[src/rtl/stopwatch_ctrl.sv]
// stopwatch_ctrl: button debounce, IDLE/RUN/LAP/PAUSE sequencing, timer gating and display select
// Ports:
//   clk        system clock
//   rst_n      synchronous active-low reset
//   i_btn_ss   raw start/stop button, active-low, asynchronous
//   i_btn_lr   raw lap/reset button, active-low, asynchronous
//   i_tick     one-cycle enable pulse from clkdiv
//   i_cnt      current timer count
//   o_tmr_en   tick gated by RUN/LAP
//   o_tmr_clr  one-cycle timer clear
//   o_disp_val registered display value (live count or lap value)
//   o_state    IDLE=00, RUN=01, LAP=10, PAUSE=11

module stopwatch_db #(
    parameter int CYCLES = 500000
) (
    input  logic clk,
    input  logic rst_n,
    input  logic raw,
    output logic press
);
    localparam int W = (CYCLES > 1) ? $clog2(CYCLES) : 1;
    localparam logic [W-1:0] LAST = W'(CYCLES - 1);

    logic [1:0]   sync;
    logic         level;
    logic         level_d;
    logic [W-1:0] cnt;

    // any cycle where the synchronised level agrees with the accepted one restarts the count
    always_ff @(posedge clk) begin
        if (!rst_n) begin
            sync    <= 2'b11;
            level   <= 1'b1;
            level_d <= 1'b1;
            cnt     <= '0;
            press   <= 1'b0;
        end else begin
            sync    <= {sync[0], raw};
            level_d <= level;
            press   <= level_d & ~level;
            if (sync[1] == level) begin
                cnt <= '0;
            end else if (cnt == LAST) begin
                level <= sync[1];
                cnt   <= '0;
            end else begin
                cnt <= cnt + 1'b1;
            end
        end
    end
endmodule

module stopwatch_ctrl #(
    parameter int DEBOUNCE_CYCLES = 500000,
    parameter int CNT_W           = 16
) (
    input  logic             clk,
    input  logic             rst_n,
    input  logic             i_btn_ss,
    input  logic             i_btn_lr,
    input  logic             i_tick,
    input  logic [CNT_W-1:0] i_cnt,
    output logic             o_tmr_en,
    output logic             o_tmr_clr,
    output logic [CNT_W-1:0] o_disp_val,
    output logic [1:0]       o_state
);
    typedef enum logic [1:0] {
        IDLE  = 2'b00,
        RUN   = 2'b01,
        LAP   = 2'b10,
        PAUSE = 2'b11
    } state_t;

    state_t           state;
    state_t           state_nx;
    logic             clr_nx;
    logic             lap_ld;
    logic [CNT_W-1:0] lap;
    logic             ss;
    logic             lr;

    stopwatch_db #(.CYCLES(DEBOUNCE_CYCLES)) u_db_ss (
        .clk   (clk),
        .rst_n (rst_n),
        .raw   (i_btn_ss),
        .press (ss)
    );

    stopwatch_db #(.CYCLES(DEBOUNCE_CYCLES)) u_db_lr (
        .clk   (clk),
        .rst_n (rst_n),
        .raw   (i_btn_lr),
        .press (lr)
    );

    // start/stop takes priority when both presses land in the same cycle
    always_comb begin
        state_nx = state;
        clr_nx   = 1'b0;
        lap_ld   = 1'b0;
        if (ss) begin
            state_nx = (state == RUN || state == LAP) ? PAUSE : RUN;
        end else if (lr) begin
            case (state)
                IDLE:  clr_nx = 1'b1;
                RUN: begin
                    state_nx = LAP;
                    lap_ld   = 1'b1;
                end
                LAP:   state_nx = RUN;
                PAUSE: begin
                    state_nx = IDLE;
                    clr_nx   = 1'b1;
                end
            endcase
        end
    end

    always_ff @(posedge clk) begin
        if (!rst_n) begin
            state      <= IDLE;
            o_tmr_clr  <= 1'b0;
            lap        <= '0;
            o_disp_val <= '0;
        end else begin
            state      <= state_nx;
            o_tmr_clr  <= clr_nx;
            o_disp_val <= (state == LAP) ? lap : i_cnt;
            if (lap_ld) lap <= i_cnt;
        end
    end

    assign o_state  = state;
    assign o_tmr_en = i_tick & (state == RUN || state == LAP);
endmodule

[config.mk]
export PLATFORM = sky130hd
export DESIGN_NAME = stopwatch_ctrl
export DESIGN_NICKNAME = d
export VERILOG_FILES = /design/src/rtl/stopwatch_ctrl.sv
export SDC_FILE = /design/constraint.sdc
export NUM_CORES = 1
export LEC_CHECK = 0
export BUFFER_PORTS_ARGS = -buffer_cell sky130_fd_sc_hd__buf_2
export CAP_MARGIN = 20
export CORE_MARGIN = 2
export CORE_UTILIZATION = 57
export DETAILED_ROUTE_END_ITERATION = 6
export GPL_ROUTABILITY_DRIVEN = 1
export GPL_TIMING_DRIVEN = 1
export PLACE_DENSITY = 0.85
export SETUP_SLACK_MARGIN = 0.15
export SYNTH_ARGS = -nofsm -noshare
export SYNTH_HDL_FRONTEND = slang
export SYNTH_SLANG_ARGS = --single-unit
[constraint.sdc]
create_clock -name clk -period 3 [get_ports clk]
set_clock_uncertainty 0.2 [all_clocks]
set_input_delay 0.15 -clock clk [delete_from_list [all_inputs] [get_ports clk]]
set_output_delay 0.15 -clock clk [all_outputs]
set_load 0.01 [all_outputs]
After elaboration in Yosys (flattened, before gate mapping)
Cells that the tools add are included.

operators by class
  add/sub/neg operators = 2
  equal/unequal tests = 7
  mux-type cells = 9
  bitwise logic cells = 9
  reduce and logical (&&, ||, !) cells = 11

operator list
  kind                   count
  $add 19x1->19 const B  2
  $eq 19x19->1 const B   2
  $mux 16                1
  $reduce_or 3->1        3
  $mux 2                 3
  $not 1->1              6
  $pmux 2 s3             1
  $reduce_and 2->1       3
  $eq 2x2->1 const B     2
  $mux 1                 4
  $reduce_bool 4->1      1
  $and 1x1->1            3
  $eq 1x1->1             2
  $eq 2x1->1 const B     1
  $logic_not 2->1        1
  $reduce_bool 2->1      1
  $reduce_or 2->1        1
  $logic_or 1x1->1       1

word-level totals
  register bits after elaboration = 83
  input bits = 21
  output and inout port bits = 20
  word-level logic and storage cells = 52

Logic depth before layout (Yosys ltp)
Gate-level depths: netlist (run 1).

  word-level depth = 4
  depth in mapped cells = 7
  depth with buffers taken out = 6

Hierarchy
A second synthesis (run 1) with hierarchy kept.

unflattened totals
  cell total of the unflattened synthesis = 362
  area, all modules = 3404.5 µm²

modules (own cells, without submodules)
  module          instances  cells each  area an instance (µm²)  sequential area each (µm²)
  stopwatch_db    2          111         1023.5                  480.5
  stopwatch_ctrl  1          140         1357.6                  700.7

Worst setup path before layout (run 1)
Ideal clock, no wire load.

  kind = register -> register
  start point = reg u_db_ss.cnt[5]
  end point = reg u_db_ss.cnt[11]
  library setup time = 0.115 ns
  arrival time = 1.844 ns
  required time = 2.685 ns
  path slack = 0.841 ns
  stages on the path, launching flop included = 7
  clock period less this slack = 2.159 ns
  path through = dfxtp_1 clkbuf_1 or3b_1 or4_4 o211ai_4 buf_8 nor2_2

between the ends
  longest elaborated chain between the ends = 2
  elaborated cells between the ends (all ways) = 3

ends and longest elaborated chain
  what                                                                   line  text
  start: declaration                                                     28    logic [W-1:0] cnt;
  start signal: assignment                                               48    cnt <= cnt + 1'b1;
  parallel branches: the longest is 2 deep, another holds $add 19x1->19  n/a

Several ways; the timed one is not identified.
A chain may end at the register's enable or synchronous reset.

Worst setup path after layout (run 1)
  start point = reg u_db_ss.cnt[11]
  end point = reg u_db_ss.cnt[3]

between the ends
  longest elaborated chain between the ends = 2

ends and longest elaborated chain
  what                       line  text
  $eq 19x19->1               44    end else if (cnt == LAST) begin
  $reduce_or 3->1 (no line)  n/a

Every way passes these cells.

==> impl_metrics.tcl, run 1 <==
set metrics [dict create \
    hold_slack_ps 200 \
    synth_top_area_cell "dfxtp_1" \
    cts.sinks 83 \
    synth_warnings 0 \
    die-area_um2 6490 \
    clock_latency_ps 350 \
    p_per_area_nw_per_um2 515 \
    grt_pass1_vias 2656 \
    grt_usage_pct 21.8 \
    final_antenna_net_count 0 \
    ios 41 \
    drt_iter0_drc 80 \
    r2r.worst_path.cells 4 \
    synth.distinct_cells 39 \
    grt_pass1_wl_um 11000 \
    clk_pin_slew_ps 80 \
    syn-cell-area_um2 3340 \
    status "finished clean" \
    fmax_ghz 0.414 \
    synth_fp_nets 392 \
    ys_seq_elements 83 \
    cts_made_buffers 9 \
    cp-start-kind "flop" \
    wl_per_cell_um 12.9 \
    cts_tree "yes" \
    placementRows 27 \
    wl_um 6500 \
    drv_cap 0 \
    rsz0062_at_grt "false" \
    clk_root_buffer_cell "clkbuf_8" \
    cp_num_cells 4 \
    slew_headroom_pct 54.6 \
    setup_tns_ps 0 \
    vias_per_cell 5.37 \
    hold_depth 2 \
    worstPathCellList "or4_1, or4_4, o211ai_4, nor2_1" \
    ctsHtreeMaxLevel 3 \
    area_growth_pct 20.3 \
    drc 0 \
    yosysSeqAreaShare_pct 49.7 \
    vdd_drop_max_mv 0.310 \
    gp_congestion 0.829 \
    grt_antenna_before_repair 0 \
    antenna_cells 0 \
    dr.pass1.iters 4 \
    worstPathMaxFanout 19 \
    cp_data_arrival_time_ps 2430 \
    period_needed_ps 2420 \
    core_um2 5570 \
    critPathKind "reg -> reg" \
    die_h_um 80.6 \
    die-width_um 80.6 \
    endpoint_kind "flop" \
    worstPathRequired_ps 3010 \
    synth_area_leaders "dfxtp_1 50%, mux2i_1 5.1%, nand2_1 5.1%" \
    final_nets 453 \
    critPathSlowestCell "o211ai_4" \
    synthArstFlopShare_pct 0 \
    netlist_instances 366 \
    synth.avg_cell_area_um2 9.13 \
    drv_slew 0 \
    synth-edff-count 0 \
    grt-ovfl-total 0 \
    num_vias 2705 \
    synth_top_flop_cell "dfxtp_1" \
    dp_hpwl_um 4130 \
    hold_path_class "reg -> reg" \
    start_util_pct 59.9 \
    fin_crit_sh_pct 80.6 \
    grt_max_degree 35 \
    setup_viol 0 \
    cts_buffer_depth 2 \
    r2r_slack_ps 580 \
    max_stage_delay_ps 570 \
    yosysTopAreaCellShare_pct 49.7 \
    drive_above_1_share_pct 16.4 \
    cts.repair.resized 0 \
    leakage_nw 1.46 \
    numPortBuffers 40 \
    hold_viol_final 0 \
    path_buf_inv 0 \
    cp_top_family "simple AND/OR/NAND/NOR gates" \
    tightest_slew_ps 678 \
]
## cells by family after synthesis
family | count (synthesis) | share of synthesized area [%]
and+or+nand+nor | 168 | 25.7
DFF | 83 | 49.7
AOI/OAI and AO/OA | 36 | 6.33
xor gates and xnor gates | 30 | 7.87
buffers and inverters | 27 | 3.37
muxes | 17 | 5.09
adders and majority gates | 5 | 1.87
## tightest hold or removal path: stages (launching register included)
cell and delay, ps:
dfxtp_1 300, inv_1 40, nor2_1 30
## layout by cell type (no fill, tap or decap), drive strengths merged, types with 10 or more instances in the layout
master,Yosys,routed
a21oi,23,23
nor2,52,52
clkbuf,12,10
xor2,19,19
nand3,12,12
dfxtp,83,83
inv,12,12
xnor2,11,11
dlygate4sd3,0,21
nand4,14,14
buf,2,43
mux2i,17,17
nand2,45,45
## through the flow
stage,total power [W],setup slack (ps),std cells,area (um2),utilization (%)
after detailed placement,0.00121,588,467,3590,64.4
after CTS,0.00209,576,504,4020,72.1
after global placement,0.00121,633,467,3590,64.4
final,0.00207,582,504,4020,72.1
after global routing,0.00214,474,504,4020,72.1
after floorplan,0.00118,841,366,3340,-
## timing repair
action                    4_1_cts  5_1_grt
hold buffers                   21        0
hold endpoints to repair       44        0
buffers inserted                0        0
## final timing paths
path | from | to
worst max-delay path | u_db_ss.cnt[11] | u_db_ss.cnt[3]
worst max register to register | u_db_ss.cnt[11] | u_db_ss.cnt[3]
worst min register to register | u_db_lr.level_d | u_db_lr.press
worst min-delay path | u_db_lr.level_d | u_db_lr.press
## synthesized netlist by cell type (all sizes together), types with 2 or more instances
| cell type | count |
|---|---|
| or3b | 2 |
| or4 | 5 |
| and4 | 5 |
| xor2 | 19 |
| or3 | 4 |
| ha | 5 |
| a21oi | 23 |
| o21ai | 6 |
| nor3b | 2 |
| nor4 | 4 |
| and2 | 3 |
| o31ai | 2 |
| nand4 | 14 |
| xnor2 | 11 |
| nor2 | 52 |
| nor2b | 2 |
| nand2b | 6 |
| and3 | 4 |
| mux2i | 17 |
| nand2 | 45 |
| nor4b | 3 |
| clkbuf | 12 |
| buf | 2 |
| dfxtp | 83 |
| nor3 | 2 |
| nand3 | 12 |
| inv | 12 |
## layer usage
metal | global-route usage (%) | routed length, um | share of wire (%)
met3 | 4.16 | 292 | 4.5
met5 | 0 | 0 | 0
met2 | 38.0 | 3140 | 48
met4 | 12.9 | 128 | 2.0
met1 | 24.5 | 2940 | 45
## layout make-up
type	instances	area, um2
tap	72	90.1
fill	420	1560
multi-input combinational	256	1570
timing repair buffer	64	433
clock inverter	6	90.1
clock buffer	10	128
inverter	13	48.8
sequential	83	1660
## registers in the layout, summed over array words and instances (netlist names), 2 cells and up
name and count:
u_db_lr.cnt 19, u_db_ss.cnt 19, lap 16, o_disp_val 16
o_state 2, u_db_lr.sync 2, u_db_ss.sync 2
## power breakdown
part	internal (W)	total [W]	leakage (nW)	switching [W]
Clock	0.000470	0.000863	0.106	0.000393
Sequential	0.00112	0.00112	0.674	0.00000506
Combinational	0.0000453	0.0000873	0.675	0.0000420
Total	0.00163	0.00207	1.46	0.000440
No activity file was read; power rests on OpenSTA's default activity.
==> run 2, diff against run 1 <==
ABC_AREA = 1   (was not set)
clock period = 2.4 ns   (was 3 ns; I/O delays follow)
==> run 2 against run 1 <==
Effect of this change: first-iteration DRC count is 140% higher; global-route usage grew 1.2 points; combinational power rose by 24%; critical endpoint is now lap[4].
==> impl_metrics.tcl, run 2 <==
set metrics [dict create \
    status "finished clean" \
    numPortBuffers 40 \
    grt_usage_pct 23.0 \
    synth_top_area_cell "dfxtp_1" \
    grt-ovfl-total 0 \
    grt_pass1_wl_um 12100 \
    fmax_ghz 0.559 \
    reg.largest.list "u_db_lr.cnt x19, u_db_ss.cnt x19" \
    gp_congestion 0.910 \
    grt_antenna_before_repair 0 \
    r2r.worst_path.cells 7 \
    synth.avg_cell_area_um2 7.25 \
    worstHoldEndpoint "u_db_ss.press" \
    netlist_instances 485 \
    dr.pass1.iters 5 \
    max_stage_delay_ps 430 \
    instances_no_fill 627 \
    cts_made_buffers 9 \
    yosysSeqAreaShare_pct 47.2 \
    cts_buffer_depth 2 \
    postCtsSetupBuffers 0 \
    wl_um 7390 \
    dp_hpwl_um 4790 \
    dp.cells 592 \
    wl_per_cell_um 11.8 \
    r2r_slack_ps 610 \
    synth_area_leaders "dfxtp_1 47%, nor2_1 14%, nand2_1 8.5%" \
    synthArstFlopShare_pct 0 \
    core_um2 5960 \
    final_cell_mix "135 x nor2_1, 83 x dfxtp_1, 80 x nand2_1" \
    worstPathRequired_ps 2450 \
    drive_above_1_share_pct 14.7 \
    hold_depth 2 \
    period_needed_ps 1790 \
    clock_latency_ps 350 \
    reg2reg_to "lap[4]" \
    synth_fp_nets 511 \
    cts_tree "yes" \
    synth_warnings 0 \
    die_h_um 82.6 \
    cp-start-kind "flop" \
    multiInputGateArea_um2 1650 \
    worstPathMaxFanout 17 \
    r2r_start "o_state[1]" \
    synth_commonest_cells "135 x nor2_1, 83 x dfxtp_1, 80 x nand2_1" \
    cts.repair.resized 0 \
    critPathSlowestCell "dfxtp_1" \
    tightest_slew_ps 517 \
    ios 41 \
    placementRows 28 \
    vias_per_cell 5.08 \
    globalRouteMet1Util_pct 27.8 \
    fin_crit_sh_pct 74.6 \
    endpoint_kind "flop" \
    setup_tns_ps 0 \
    hold_viol_final 0 \
    die-area_um2 6810 \
    layout_commonest_cell "nor2_1" \
    final_antenna_net_count 0 \
    synth-edff-count 0 \
    worstPathCellList "inv_1, ha_1, nand3_1, buf_4, inv_1, nor2_1, nor2_1" \
    hold_path_class "reg -> reg" \
    grt_pass1_vias 2918 \
    clk_root_buffer_cell "clkbuf_8" \
    cp_data_arrival_time_ps 1840 \
    setup_viol 0 \
    use_met2_pct 38.7 \
    drv_cap 0 \
    syn-cell-area_um2 3520 \
    start_util_pct 59.1 \
    yosysTopAreaCellShare_pct 47.2 \
    leakage_nw 1.67 \
    synth_top_flop_cell "dfxtp_1" \
    regArea_um2 1660 \
    synth.distinct_cells 26 \
    rsz0062_at_grt "false" \
    fill_cells 463 \
    area_growth_pct 19.7 \
    antenna_cells 0 \
    min_from "u_db_ss.level_d" \
    cts_hold_buf 19 \
    slew_headroom_pct 65.5 \
    met3_usage_pct 4.57 \
    die-width_um 82.6 \
    critPathKind "reg -> reg" \
    vdd_drop_max_mv 0.529 \
    p_per_area_nw_per_um2 650 \
    num_vias 3186 \
    cts.sinks 83 \
    drv_slew 0 \
    clk_pin_slew_ps 80 \
    drc 0 \
    ctsHtreeMaxLevel 3 \
    grt_max_degree 31 \
    busiest_layer "met2" \
    final_nets 573 \
    drt_iter0_drc 190 \
    yosysMostFrequentCell "nor2_1" \
    hold_slack_ps 210 \
    ys_seq_elements 83 \
]
-- run 2: cell count changes in the layout (fill, tap and decap cells not counted), moves of 5 or more --
cell	previous run	this run
or2_2	1	8
and4_1	5	0
nand2b_1	6	0
mux2i_1	17	0
nor2_1	42	135
xnor2_1	11	6
inv_1	12	36
xor2_1	19	9
o21ai_0	6	38
nand4_1	14	5
nand3_1	12	26
nand2_1	45	80
-- run 2: worst max path at each step --
stage	from	end	slack (ps)	cells after the start
global route	o_state[1]	lap[4]	450	7
detailed placement	u_db_ss.cnt[0]	u_db_ss.cnt[15]	660	8
CTS	u_db_ss.cnt[0]	u_db_ss.cnt[15]	650	8
global placement	u_db_ss.cnt[0]	u_db_ss.cnt[16]	730	8
floorplan	o_state[0]	o_disp_val[10]	800	7
finish	o_state[1]	lap[4]	610	7
-- run 2: cell families (layout without fill, tap and decap cells) --
| group | after synthesis | count (layout) | synth area share [%] |
|---|---|---|---|
| xor gates and xnor gates | 15 | 15 | 3.74 |
| and+or+nand+nor | 273 | 273 | 32.8 |
| adders and majority gates | 5 | 5 | 1.78 |
| buffers and inverters | 50 | 117 | 5.94 |
| DFF | 83 | 83 | 47.2 |
| AOI/OAI and AO/OA | 59 | 59 | 8.47 |
-- run 2: power breakdown --
part           leakage, nW  total [W]  internal, W  switching, W
Clock                0.124    0.00123     0.000726      0.000503
Combinational        0.875   0.000108    0.0000548     0.0000531
Sequential           0.674    0.00140      0.00139    0.00000606
Total                 1.67    0.00274      0.00217      0.000562
-- run 2: stage by stage --
stage,worst slack (ps),area (um2),total power (W),util [%]
after floorplan,797,3520,0.00148,-
final,611,4210,0.00274,70.7
after CTS,646,4210,0.00274,70.7
after detailed placement,664,3770,0.00151,63.3
after global placement,727,3770,0.00151,63.3
after global routing,447,4210,0.00281,70.7
-- run 2: area by class of cell --
cell class / instances / area share [%]
clock inverter: 5 / 2.56
tap: 75 / 2.23
timing repair buffer: 62 / 9.81
sequential: 83 / 39.5
multi-input combinational: 352 / 39.1
inverter: 39 / 3.48
clock buffer: 11 / 3.36
-- run 2: per-layer routing --
layer	vias up	routed length [um]	part of all wire, %
met2	77	3660	49
met5	-	0	0
met4	0	155	2.1
met1	1441	3260	44
li1	1653	-	-
met3	15	324	4.4
-- run 2: critical path, delay by kind of cell (launching register included) --
kind / cells / cell delay, ps
adders and majority gates: 1 / 180
buffers and inverters: 3 / 540
DFF: 1 / 430
and+or+nand+nor: 3 / 340
